==> src/rtl/steer_pkg.sv <==
// steer_pkg: shared definitions for the steering command generator.
//   - direct-code constants driven to the servo stage
//   - FSM state enum and lag-class enum
//   - helper converting a lag class into its direct code
package steer_pkg;

  localparam logic [1:0] DIR_HOLD   = 2'b00;
  localparam logic [1:0] DIR_DEC    = 2'b01;
  localparam logic [1:0] DIR_INC    = 2'b10;
  localparam logic [1:0] DIR_CENTER = 2'b11;

  typedef enum logic [1:0] {
    IDLE   = 2'b00,
    DRIVE  = 2'b01,
    CENTER = 2'b10
  } state_t;

  // Class encodings match the direct codes they produce.
  typedef enum logic [1:0] {
    ZERO = 2'b00,
    DEC  = 2'b01,
    INC  = 2'b10
  } cls_t;

  function automatic logic [1:0] cls_to_dir(input cls_t c);
    return 2'(c);
  endfunction

endpackage

==> src/rtl/steer_hold_timer.sv <==
// steer_hold_timer: loadable down-counter that stops at zero.
//   clk, rst_n : clock, asynchronous active-low reset (count clears to 0)
//   load       : load `value` this clock (takes priority over counting)
//   value      : reload value
//   expired    : high while the count is zero
module steer_hold_timer #(
  parameter int W = 8
) (
  input  logic         clk,
  input  logic         rst_n,
  input  logic         load,
  input  logic [W-1:0] value,
  output logic         expired
);

  logic [W-1:0] count;

  always_ff @(posedge clk or negedge rst_n) begin
    if (!rst_n) begin
      count <= '0;
    end else if (load) begin
      count <= value;
    end else if (count != '0) begin
      count <= count - W'(1);
    end
  end

  assign expired = (count == '0);

endmodule

==> src/rtl/steer_cmd_gen.sv <==
// steer_cmd_gen: turns cross-correlation lag estimates into servo commands.
//   clk, rst_n     : clock, asynchronous active-low reset
//   lag_valid      : single-cycle strobe qualifying lag/peak
//   lag            : signed lag estimate
//   peak           : correlation peak magnitude (confidence)
//   center_req     : single-cycle manual recentre request
//   direct         : registered command 00 hold, 01 dec, 10 inc, 11 recentre
//   cmd_active     : registered, high while direct != 00
//   timeout_pulse  : one-cycle pulse when the silence timeout fires
//
// state  | meaning
// IDLE   | no command, direct = 00
// DRIVE  | holding an INC/DEC command until hold timer expires
// CENTER | holding recentre (11) for one hold period
module steer_cmd_gen
  import steer_pkg::*;
#(
  parameter int LAG_W       = 8,
  parameter int PEAK_W      = 16,
  parameter int PEAK_MIN    = 1024,
  parameter int DEADBAND    = 2,
  parameter int CONFIRM_N   = 3,
  parameter int HOLD_CYC    = 1080000,
  parameter int TIMEOUT_CYC = 135000000
) (
  input  logic              clk,
  input  logic              rst_n,
  input  logic              lag_valid,
  input  logic [LAG_W-1:0]  lag,
  input  logic [PEAK_W-1:0] peak,
  input  logic              center_req,
  output logic [1:0]        direct,
  output logic              cmd_active,
  output logic              timeout_pulse
);

  localparam int HOLD_W = $clog2(HOLD_CYC + 1);
  localparam int TMO_W  = $clog2(TIMEOUT_CYC + 1);
  localparam int CNT_W  = $clog2(CONFIRM_N + 1);

  // The timer holds the command while counting down to zero inclusive,
  // so loading HOLD_CYC-1 keeps direct up for exactly HOLD_CYC clocks.
  localparam logic [HOLD_W-1:0] HOLD_LOAD = HOLD_W'(HOLD_CYC - 1);
  localparam logic [TMO_W-1:0]  TMO_MAX   = TMO_W'(TIMEOUT_CYC);
  localparam logic [TMO_W-1:0]  TMO_LAST  = TMO_W'(TIMEOUT_CYC - 1);
  localparam logic [CNT_W-1:0]  CNT_MAX   = CNT_W'(CONFIRM_N);
  localparam logic [PEAK_W-1:0] PEAK_THR  = PEAK_W'(PEAK_MIN);

  state_t           state, state_next;
  cls_t             last_cls, cls;
  logic [CNT_W-1:0] db_cnt, db_cnt_upd;
  logic [TMO_W-1:0] tmo_cnt;
  logic             armed;
  logic             accept, confirm, tmo_fire;
  logic             hold_load, hold_expired;
  logic [1:0]       dir_next;
  logic signed [31:0] lag_ext;

  // A manual recentre in the same cycle discards the estimate.
  assign accept = lag_valid && (peak >= PEAK_THR) && !center_req;

  assign lag_ext = {{(32 - LAG_W){lag[LAG_W-1]}}, lag};

  always_comb begin
    cls = ZERO;
    if (lag_ext > DEADBAND) begin
      cls = INC;
    end else if (lag_ext < -DEADBAND) begin
      cls = DEC;
    end
  end

  // Debounce: run length of identical accepted classes, saturating.
  always_comb begin
    db_cnt_upd = CNT_W'(1);
    if (cls == last_cls) begin
      db_cnt_upd = (db_cnt == CNT_MAX) ? CNT_MAX : db_cnt + CNT_W'(1);
    end
  end

  assign confirm = accept && (db_cnt_upd == CNT_MAX);

  // Fires on the clock where the silence count reaches TIMEOUT_CYC.
  assign tmo_fire = armed && !accept && !center_req && (tmo_cnt == TMO_LAST);

  always_ff @(posedge clk or negedge rst_n) begin
    if (!rst_n) begin
      db_cnt   <= '0;
      last_cls <= ZERO;
    end else if (center_req || tmo_fire) begin
      db_cnt   <= '0;
      last_cls <= ZERO;
    end else if (accept) begin
      db_cnt   <= db_cnt_upd;
      last_cls <= cls;
    end
  end

  // Saturates at TIMEOUT_CYC; disarms after firing so a long silence
  // produces a single recentre.
  always_ff @(posedge clk or negedge rst_n) begin
    if (!rst_n) begin
      tmo_cnt <= '0;
      armed   <= 1'b1;
    end else if (accept) begin
      tmo_cnt <= '0;
      armed   <= 1'b1;
    end else if (center_req) begin
      tmo_cnt <= '0;
    end else if (tmo_fire) begin
      tmo_cnt <= TMO_MAX;
      armed   <= 1'b0;
    end else if (tmo_cnt != TMO_MAX) begin
      tmo_cnt <= tmo_cnt + TMO_W'(1);
    end
  end

  steer_hold_timer #(
    .W(HOLD_W)
  ) u_hold (
    .clk     (clk),
    .rst_n   (rst_n),
    .load    (hold_load),
    .value   (HOLD_LOAD),
    .expired (hold_expired)
  );

  always_comb begin
    state_next = state;
    dir_next   = direct;
    hold_load  = 1'b0;
    if (center_req || tmo_fire) begin
      state_next = CENTER;
      dir_next   = DIR_CENTER;
      hold_load  = 1'b1;
    end else begin
      unique case (state)
        IDLE: begin
          dir_next = DIR_HOLD;
          if (confirm && cls != ZERO) begin
            state_next = DRIVE;
            dir_next   = cls_to_dir(cls);
            hold_load  = 1'b1;
          end
        end
        DRIVE: begin
          if (confirm) begin
            if (cls == ZERO) begin
              state_next = IDLE;
              dir_next   = DIR_HOLD;
            end else begin
              dir_next  = cls_to_dir(cls);
              hold_load = 1'b1;
            end
          end else if (hold_expired) begin
            state_next = IDLE;
            dir_next   = DIR_HOLD;
          end
        end
        CENTER: begin
          if (hold_expired) begin
            state_next = IDLE;
            dir_next   = DIR_HOLD;
          end
        end
        default: begin
          state_next = IDLE;
          dir_next   = DIR_HOLD;
        end
      endcase
    end
  end

  always_ff @(posedge clk or negedge rst_n) begin
    if (!rst_n) begin
      state         <= IDLE;
      direct        <= DIR_HOLD;
      cmd_active    <= 1'b0;
      timeout_pulse <= 1'b0;
    end else begin
      state         <= state_next;
      direct        <= dir_next;
      cmd_active    <= (dir_next != DIR_HOLD);
      timeout_pulse <= tmo_fire;
    end
  end

endmodule

==> config.mk <==
export PLATFORM = sky130hd
export DESIGN_NAME = steer_cmd_gen
export DESIGN_NICKNAME = d
export VERILOG_FILES = /design/src/rtl/steer_pkg.sv /design/src/rtl/steer_hold_timer.sv /design/src/rtl/steer_cmd_gen.sv
export SDC_FILE = /design/constraint.sdc
export NUM_CORES = 1
export LEC_CHECK = 0
export CORE_MARGIN = 2
export CORE_UTILIZATION = 25
export CTS_CLUSTER_SIZE = 25
export DETAILED_ROUTE_END_ITERATION = 6
export DONT_BUFFER_PORTS = 1
export GPL_TIMING_DRIVEN = 0
export MAX_ROUTING_LAYER = met4
export PLACE_DENSITY_LB_ADDON = 0.2
export SYNTH_ARGS = -nofsm -noshare
export SYNTH_HDL_FRONTEND = slang
export SYNTH_HIERARCHICAL = 1
export SYNTH_SLANG_ARGS = --single-unit
==> constraint.sdc <==
create_clock -name clk -period 2.9 [get_ports clk]
set_input_delay 0.58 -clock clk [delete_from_list [all_inputs] [get_ports clk]]
set_output_delay 0.58 -clock clk [all_outputs]
set_load 0.05 [all_outputs]
# ---- Word level (Yosys, flattened, before mapping)
# Index checks and enable logic that the tools add are counted.
dict set report word_totals {
  output_inout_bits 4
  regBits 60
  ram_bits 0
  inputBits 28
  romBits 0
  wordCells 81
  latch_bits 0
  n_memories 0
}
dict set report op_classes {
  n_reduce_logical 22
  n_shift 0
  add_sub_neg 3
  n_lt_le_gt_ge 3
  eq_ne 10
  n_bitwise 0
  div_mod_pow 0
  mux 34
  mul 0
}
# operator count
set ops {}
lappend ops {{$mux W28} 4}
lappend ops {{$mux W21} 2}
lappend ops {{$mux W2} 17}
lappend ops {{$add A28 B1 Y28 const B} 1}
lappend ops {{$eq A28 B28 Y1 const B} 1}
lappend ops {{$ne A28 B28 Y1 const B} 1}
lappend ops {{$logic_not A21 Y1} 1}
lappend ops {{$reduce_bool A21 Y1} 1}
lappend ops {{$sub A21 B1 Y21 const B} 1}
lappend ops {{$ge A16 B11 Y1 const B} 1}
lappend ops {{$pmux W2 S3} 2}
lappend ops {{$reduce_bool A2 Y1} 5}
lappend ops {{$gt A8 B3 Y1 const B} 1}
lappend ops {{$lt A8 B2 Y1 const B} 1}
lappend ops {{$mux W1} 8}
lappend ops {{$logic_and A1 B1 Y1} 7}
lappend ops {{$eq A2 B2 Y1 const B} 3}
lappend ops {{$logic_not A2 Y1} 2}
lappend ops {{$ne A4 B4 Y1 const B} 1}
lappend ops {{$reduce_and A2 Y1} 2}
lappend ops {{$reduce_bool A4 Y1} 1}
lappend ops {{$ne A3 B3 Y1 const B} 1}
lappend ops {{$add A2 B1 Y2 const B} 1}
lappend ops {{$eq A2 B1 Y1 const B} 1}
lappend ops {{other kinds (5)} 6}

# ---- Logic depth before layout (Yosys ltp)
# Gate-level depths: netlist of the first run.
dict set report depth {
  word_depth 12
  depth_mapped 11
  ltp_nobuf 10
}

# ---- Hierarchy
# Netlist of the first run, hierarchy kept.
# module seq_area_each_um2 cells_per_inst instances area_each_um2
set modules_own_cells {}
lappend modules_own_cells {steer_cmd_gen 977.2 228 1 2070.7}
lappend modules_own_cells {steer_hold_timer 525.5 129 1 1297.5}

# ---- Worst setup path after synthesis of the first run
# OpenSTA, ideal clock, no wires.
dict set report synth_timing {
  path_kind {input-to-reg}
  from {input port peak[14]}
  to {register u_hold.count[6]}
  setup_slack_ns -0.054
  t_required_ns 2.835
  cell_stages 11
  path_buffers 3
  t_arrival_ns 2.889
  setup_time_ns 0.065
  cell_sequence {or4_1 -> o31a_1 -> or2_1 -> buf_2 -> o31ai_4 -> o21bai_1 -> clkbuf_1 -> clkbuf_1 -> a21oi_1 -> o31ai_1 -> o21a_1}
}
dict set report synth_via {
  elab_chain_cells 10
  word_cells_on_any_way 16
  cone_classes {order compare (1); mux (5); reduce/logical (10)}
}
# item line
set synth_lines {}
lappend synth_lines {{start: declaration} steer_cmd_gen.sv:30} ;# input logic [PEAK_W-1:0] peak,
lappend synth_lines {{$ge A16 B11 Y1 *} steer_cmd_gen.sv:60} ;# assign accept = lag_valid && (peak >= PEAK_THR) && !center_req;
lappend synth_lines {{$logic_and A1 B1 Y1 * (2 in series)} steer_cmd_gen.sv:60}
lappend synth_lines {{parallel branches: the longest is 5 deep, another holds $pmux W1 S2} n/a}
lappend synth_lines {{$mux W1 *} steer_cmd_gen.sv:132} ;# if (center_req || tmo_fire) begin
lappend synth_lines {{named net hold_load} steer_cmd_gen.sv:55} ;# logic hold_load, hold_expired;
lappend synth_lines {{$mux W21 or $reduce_bool A2 Y1 (tied branches)} n/a}
lappend synth_lines {{end signal: assignment} steer_hold_timer.sv:22} ;# count <= value;
lappend synth_lines {{end signal: assignment} steer_hold_timer.sv:24} ;# count <= count - W'(1);
lappend synth_lines {{end: declaration} steer_hold_timer.sv:16} ;# logic [W-1:0] count;
# Mark *: on every way through the listed nets, which the timed path passes.
# A chain may end at the register's enable or synchronous reset.

# ---- Worst setup path in the final report of the first run
# Ends and elaborated chain as after synthesis.

==> results of run 1 <==
## kinds of logic (layout without fill, tap and decap cells)
group	count (synthesis)	in the layout	share of synthesized area (%)
other cells	2	21	0.223
xor+xnor	41	41	10.7
flops	60	60	44.6
mux	5	5	1.56
simple gates	166	166	27.0
buf+inv	26	42	3.31
fa+ha+maj	4	4	1.49
compound gates	53	53	11.1
## synthesized netlist by cell type (all sizes together) (3+ instances only)
library cell,count
dfrtp,59
nor2,46
nand2,32
xnor2,22
nand3,19
xor2,19
inv,17
nor3,14
a21oi,11
o21ai,11
nand4,10
nor4,9
o31ai,9
or4,8
a22o,6
clkbuf,6
and3,5
ha,4
and2,3
buf,3
mux2i,3
nand4b,3
nor2b,3
nor4b,3
## how the worst max path moves through the flow
stage	startpoint	endpoint	slack, ns	cells past startpoint
final	peak[14]	u_hold/count[6]$_DFFE_PN0P_	0.14	11
after global routing	peak[14]	u_hold/count[6]$_DFFE_PN0P_	-0.02	11
after CTS	peak[14]	u_hold/count[6]$_DFFE_PN0P_	0.004	11
after detailed placement	peak[14]	u_hold/count[11]$_DFFE_PN0P_	-0.48	9
after global placement	peak[14]	u_hold/count[14]$_DFFE_PN0P_	-0.46	10
after floorplan	peak[14]	u_hold/count[11]$_DFFE_PN0P_	0.007	9
## final cells by class
cell class / instances / share of cell area (%)
Multi-Input combinational cell: 290 / 45.9
Timing Repair Buffer: 1 / 0.691
Inverter: 17 / 1.60
Buffer: 9 / 1.38
Tap cell: 176 / 5.53
Sequential cell: 60 / 37.7
Clock inverter: 2 / 0.880
Clock buffer: 13 / 6.29
## timing repair
| item | CTS | global route |
|---|---|---|
| gates resized for setup | 3 | 2 |
| hold endpoints to repair | 59 | 0 |
| hold buffers | 1 | 0 |
| buffers inserted | 0 | 0 |
| setup endpoints to repair | 11 | 12 |
## state kept, by name, summed over array words and instances, names as in the netlist
signal	flops
db_cnt	2
u_hold/count	21
direct	2
last_cls	2
timeout_pulse	1
cmd_active	1
tmo_cnt	28
armed	1
state	2
## where the power goes
| part | total, mW | internal, mW | switching, mW |
|---|---|---|---|
| Sequential | 0.923 | 0.875 | 0.0475 |
| Clock | 1.04 | 0.683 | 0.357 |
| Combinational | 0.183 | 0.0805 | 0.102 |
| Total | 2.15 | 1.64 | 0.507 |
## worst reg2reg max path, cell delays in order, from the launching register on
cell                       delay (ns)
sky130_fd_sc_hd__dfrtp_1         0.42
sky130_fd_sc_hd__inv_1           0.14
sky130_fd_sc_hd__ha_1            0.18
sky130_fd_sc_hd__or4b_1          0.50
sky130_fd_sc_hd__nor4b_4         0.28
sky130_fd_sc_hd__and2_2          0.26
sky130_fd_sc_hd__nor2b_1         0.08
sky130_fd_sc_hd__and2_1          0.16
sky130_fd_sc_hd__a211oi_1        0.30
sky130_fd_sc_hd__o211ai_1        0.14
## routing by layer
metal | GRT usage [%] | up-vias | part of all wire (%)
met4 | 3.31 | 0 | 1.0
met1 | 15.0 | 1193 | 49
li1 | - | 1308 | -
met5 | - | - | 0
met2 | 18.6 | 21 | 46
met3 | 3.99 | 4 | 4.0
==> qor.log, run 1 <==
qor: die.placeableCoreArea 13200 um2
qor: worst_setup_path.timing.critical_path.from_type input pin
qor: detailed_routing.drt_pass1_iterations 4
qor: die.fp-row-count 42
qor: clocking.cts-htree-levels 3
qor: finish.layout_cell_share_with_drive_strength_beyond_1 9.18%
qor: grt.global_route.overflow_total 0
qor: worst_setup_path.r2r_start u_hold/count[0]$_DFFE_PN0P_
qor: die.top_level_ports 32
qor: worst_setup_path.critPathArrivalTime 3.02 ns
qor: grt.grt_usage 12.0%
qor: clocking.cts_buffer_count 9
qor: placement.dp_cells 552
qor: worst_setup_path.timing.critical_path.slowest_cell_delay 0.51 ns
qor: synth.synth_largest_area_cell sky130_fd_sc_hd__dfrtp_1
qor: placement.port_buffers 0
qor: timing.finalCriticalPeriod 2.76 ns
qor: worst_setup_path.worstSetupPathType input pin to register
qor: timing.final_min_period_over_clock_period 95.0%
qor: die.floorplan.initialDensity 25.5%
qor: detailed_routing.route.detailed.drc 0
qor: synth.synth_top_cell_area_share 43.8%
qor: timing.count_of_endpoints_failing_hold_in_the_final_timing_report 0
qor: worst_setup_path.crit_chain or4_1 -> o31a_1 -> or2_1 -> buf_2 -> o31ai_4 -> o21bai_1 -> clkbuf_2 -> clkbuf_4 -> a21oi_1 -> o31ai_1 -> o21a_1
qor: timing.finalWorstSetupSlack 0.144 ns
qor: worst_setup_path.critical_path_required 3.16 ns
qor: worst_setup_path.crit_fanout 10
qor: detailed_routing.dr.first_iter.drc_count 95
qor: finish.nNetsFinal 420
qor: finish.final_cells 568
qor: synth.yosys_warnings 6
qor: placement.finalWeightedCongestion 0.762
qor: min_path.hold_path.class input pin to async pin
qor: worst_setup_path.timing.reg2reg.setup_slack 0.32 ns
qor: run.max_cap_viol_count 0
qor: clocking.cts.root.buffer_cell sky130_fd_sc_hd__clkbuf_16
qor: worst_setup_path.r2r_cells 9
qor: timing.max_freq 0.363 GHz
qor: power_and_ir_drop.total_power_density_per_cell_area 539 nW/um2
qor: grt.grt_antenna_before_repair 0
qor: synth.synth_cell_type_count 56
qor: detailed_routing.via_density_per_instance 4.45
qor: detailed_routing.routed_length_per_placed_instance 12.7 um
qor: timing.finalClockSkew 0.00205 ns
qor: power_and_ir_drop.post-layout-total-power 2.15 mW
qor: die.die_x 120 um
qor: power_and_ir_drop.peakVddDrop 270 uV
qor: timing.worstMarginPinSlew 0.778 ns
qor: timing.max_slew_margin 47.7%
qor: power_and_ir_drop.p_leak 1.57 nW
qor: clocking.clk_latency 0.32 ns
qor: synth.netlist_area 3370 um2
qor: timing.finalMaxSlewViolations 0
qor: synth.most_used_flip_flop_cell_after_synthesis sky130_fd_sc_hd__dfrtp_1
qor: synth.netlist_top_cells_area sky130_fd_sc_hd__dfrtp_1 44%, sky130_fd_sc_hd__xnor2_1 5.7%, sky130_fd_sc_hd__nor2_1 5.0%
qor: grt.grt_pass1_vias 2633
qor: timing.grt_setup_unrepaired true
qor: finish.finish.utilization 30.2%
qor: worst_setup_path.r2r-end cmd_active$_DFF_PN0_
qor: clocking.clkSinkCount 60
qor: worst_setup_path.cpLargestDelayFamily compound AO/OA/AOI/OAI gates
qor: detailed_routing.routed_wl 7210 um
qor: finish.insertedDiodeCount 0
qor: worst_setup_path.slowest_stage sky130_fd_sc_hd__or4_1
qor: worst_setup_path.end_kind register
qor: detailed_routing.vias 2526
qor: timing.fin_worst_hold_slack 0.101 ns
qor: clocking.tritoncts yes
qor: synth.async_reset_ff_share 100%
qor: detailed_routing.route.antenna.remaining_nets 0
qor: finish.multi_input_comb_area 1830 um2
qor: synth.synth.yosys.seq_area_share 44.6%
qor: finish.synthToLayoutAreaGrowth 18.2%
qor: synth.syn-instance-count 357
qor: finish.layout.cells.most_common_list 59 x sky130_fd_sc_hd__dfrtp_1, 45 x sky130_fd_sc_hd__nor2_1, 32 x sky130_fd_sc_hd__nand2_1
qor: placement.post-dp-hpwl 5080 um
qor: timing.totalNegativeSetupSlack 0 ns
qor: finish.final_common_cell sky130_fd_sc_hd__dfrtp_1
qor: placement.standard_cell_area_after_detailed_placement 3660 um2
qor: finish.area.sequential 1500 um2
qor: grt.global_route_wire_length_before_repair 13300 um
qor: status.outcome completed
qor: synth.synth-edff-count 0
qor: grt.largest_net_degree_at_the_start_of_global_routing 60
qor: worst_setup_path.crit_buf_inv 3
qor: finish.fin_area 3980 um2
qor: die.chipHeight 120 um
qor: clocking.clk_pin_slew_worst_paths 0.05 ns
qor: die.design.die.area 14400 um2
qor: synth.yosys_register_bits 60
qor: synth.syn_avg_cell_area 9.43 um2
qor: timing.timing.final.setup_violations 0
qor: finish.fill_cells 1425
qor: placement.dp_worst_setup_slack -0.476 ns
qor: clocking.cts_max_path_buffers 2
Note: power is estimated with default switching activity, not from simulation.
==> run 2: changes to the inputs <==
--- a/config.mk
+++ b/config.mk
@@ -5,6 +5,8 @@
 export SDC_FILE = /design/constraint.sdc
 export NUM_CORES = 1
 export LEC_CHECK = 0
+export CELL_PAD_IN_SITES_DETAIL_PLACEMENT = 1
+export CELL_PAD_IN_SITES_GLOBAL_PLACEMENT = 1
 export CORE_MARGIN = 2
 export CORE_UTILIZATION = 25
 export CTS_CLUSTER_SIZE = 25
==> run 2 against run 1 <==
Effect of this change:
- wire length up 18%
- via count grew 4.8%
- highest routed layer unchanged
- largest power group unchanged
- critical path type is now register to register
- final cell count increased by 0.18%
- clock skew increased by 0.0036 ns
- worst hold slack lost 0.0069 ns
- power decreased by 2.4%
- first-iteration DRC count down 21%
- register-to-register slack worse by 0.12 ns
==> qor.log, run 2 (synthesis gave the netlist of run 1 again) <==
qor: finish.nNetsFinal 421
qor: die.die_x 120 um
qor: detailed_routing.routed_length_per_placed_instance 14.9 um
qor: power_and_ir_drop.total_power_density_per_cell_area 525 nW/um2
qor: detailed_routing.via_density_per_instance 4.65
qor: detailed_routing.routed_wl 8490 um
qor: finish.insertedDiodeCount 0
qor: min_path.hold_path.class input pin to async pin
qor: timing.max_freq 0.371 GHz
qor: clocking.cts_max_path_buffers 2
qor: clocking.cts_buffer_count 9
qor: power_and_ir_drop.p_leak 1.57 nW
qor: die.placeableCoreArea 13200 um2
qor: die.design.die.area 14400 um2
qor: grt.global_route.overflow_total 0
qor: finish.layout.cells.most_common_list 59 x sky130_fd_sc_hd__dfrtp_1, 45 x sky130_fd_sc_hd__nor2_1, 32 x sky130_fd_sc_hd__nand2_1
qor: power_and_ir_drop.post-layout-total-power 2.09 mW
qor: timing.count_of_endpoints_failing_hold_in_the_final_timing_report 0
qor: worst_setup_path.timing.critical_path.from_type register
qor: timing.worstMarginPinSlew 0.765 ns
qor: timing.finalClockSkew 0.00565 ns
qor: worst_setup_path.end_kind register
qor: timing.max_slew_margin 48.5%
qor: worst_setup_path.critical_path_required 3.08 ns
qor: finish.layout_cell_share_with_drive_strength_beyond_1 9.67%
qor: clocking.clk_latency 0.33 ns
qor: placement.finalWeightedCongestion 0.794
qor: clocking.cts-htree-levels 3
qor: timing.grt_setup_unrepaired false
qor: grt.largest_net_degree_at_the_start_of_global_routing 60
qor: finish.largest_register_ffs 28
qor: clocking.cts.root.buffer_cell sky130_fd_sc_hd__clkbuf_16
qor: finish.largest_register tmo_cnt
qor: finish.final_cells 569
qor: worst_setup_path.worstSetupPathType register to register
qor: status.outcome completed
qor: detailed_routing.route.detailed.drc 0
qor: finish.layout_top_registers tmo_cnt x28, u_hold/count x21
qor: worst_setup_path.timing.reg2reg.setup_slack 0.20 ns
qor: grt.grt_antenna_before_repair 0
qor: finish.synthToLayoutAreaGrowth 18.4%
qor: detailed_routing.drt_pass1_iterations 4
qor: timing.finalCriticalPeriod 2.70 ns
qor: placement.dp_cells 552
qor: run.max_cap_viol_count 0
qor: grt.grt_pass1_vias 2869
qor: timing.fin_worst_hold_slack 0.0936 ns
qor: grt.global_route_wire_length_before_repair 14500 um
qor: worst_setup_path.critPathArrivalTime 2.88 ns
qor: clocking.tritoncts yes
qor: die.fp-row-count 42
qor: finish.final_common_cell sky130_fd_sc_hd__dfrtp_1
qor: die.chipHeight 120 um
qor: placement.port_buffers 0
qor: grt.grt_usage 13.2%
qor: die.top_level_ports 32
qor: clocking.clkSinkCount 60
qor: placement.post-dp-hpwl 5920 um
qor: worst_setup_path.crit_fanout 5
qor: timing.timing.final.setup_violations 0
qor: finish.fill_cells 1560
qor: die.floorplan.initialDensity 25.5%
qor: clocking.clk_pin_slew_worst_paths 0.05 ns
qor: detailed_routing.dr.first_iter.drc_count 75
qor: detailed_routing.route.antenna.remaining_nets 0
qor: detailed_routing.vias 2648
qor: timing.finalMaxSlewViolations 0
qor: power_and_ir_drop.peakVddDrop 287 uV
qor: timing.final_min_period_over_clock_period 93.1%
run 2: cell count changes in the layout (fill, tap and decap cells not counted):
cell                        change
sky130_fd_sc_hd__and2_1         +1
sky130_fd_sc_hd__and2_2         -1
sky130_fd_sc_hd__buf_4          +1
sky130_fd_sc_hd__bufinv_16      -1
sky130_fd_sc_hd__clkbuf_1       -1
sky130_fd_sc_hd__clkbuf_8       +1
sky130_fd_sc_hd__clkinv_2       +1
sky130_fd_sc_hd__nor4bb_1       -1
sky130_fd_sc_hd__nor4bb_4       +1
run 2: cell type report:
| class | count | area, um2 | share of cell area (%) |
|---|---|---|---|
| Tap cell | 176 | 220 | 5.52 |
| Inverter | 17 | 63.8 | 1.60 |
| Buffer | 9 | 55.1 | 1.38 |
| Sequential cell | 60 | 1500 | 37.7 |
| Multi-Input combinational cell | 290 | 1840 | 46.2 |
| Timing Repair Buffer | 2 | 35.0 | 0.879 |
| Clock inverter | 2 | 10.0 | 0.251 |
| Clock buffer | 13 | 260 | 6.53 |
run 2: timing repair:
item	in CTS	in global routing
setup endpoints to repair	11	16
pin swaps	0	2
endpoints found under the hold margin	59	0
gates resized for setup	4	2
hold buffers	1	0
setup buffers	0	1
run 2: worst paths after layout:
| path | start | end | cells past startpoint |
|---|---|---|---|
| hold reg to reg | armed$_DFFE_PN1P_ | armed$_DFFE_PN1P_ | 2 |
| setup / recovery | u_hold/count[0]$_DFFE_PN0P_ | cmd_active$_DFF_PN0_ | 9 |
| hold / removal | rst_n | armed$_DFFE_PN1P_ | 0 |
| min in group clk | lag[7] | last_cls[1]$_DFFE_PN0P_ | 3 |
| max in group asynchronous | rst_n | tmo_cnt[6]$_DFFE_PN0P_ | 1 |
| setup reg to reg | u_hold/count[0]$_DFFE_PN0P_ | cmd_active$_DFF_PN0_ | 9 |
run 2: where the power goes:
part | internal (mW) | switching, mW | total, mW
Sequential | 0.875 | 0.0495 | 0.925
Clock | 0.617 | 0.364 | 0.981
Combinational | 0.0808 | 0.108 | 0.189
run 2: metal layers:
| metal | track usage [%] | routed length [um] | part of all wire [%] |
|---|---|---|---|
| met5 | - | 0 | 0 |
| met4 | 4.19 | 110 | 1.3 |
| met3 | 3.28 | 156 | 1.8 |
| met2 | 21.9 | 4260 | 50 |
| met1 | 15.7 | 3960 | 47 |
run 2: per-stage QoR:
step	setup slack (ns)	TNS (ns)	util, %	cell area (um2)
global placement	-0.440	-6.11	27.8	3660
global route	0.0224	0	30.2	3990
floorplan	0.00693	0	-	3440
finish	0.201	0	30.2	3990
detailed placement	-0.497	-7.00	27.8	3660
CTS	0.00242	0	30.1	3970
run 2: critical path: stages (launching register included):
cell	delay (ns)
sky130_fd_sc_hd__dfrtp_1	0.43
sky130_fd_sc_hd__inv_1	0.14
sky130_fd_sc_hd__ha_1	0.21
sky130_fd_sc_hd__or4b_1	0.51
sky130_fd_sc_hd__nor4b_4	0.27
sky130_fd_sc_hd__and2_1	0.29
sky130_fd_sc_hd__nor2b_1	0.10
sky130_fd_sc_hd__and2_1	0.16
sky130_fd_sc_hd__a211oi_1	0.31
sky130_fd_sc_hd__o211ai_1	0.14
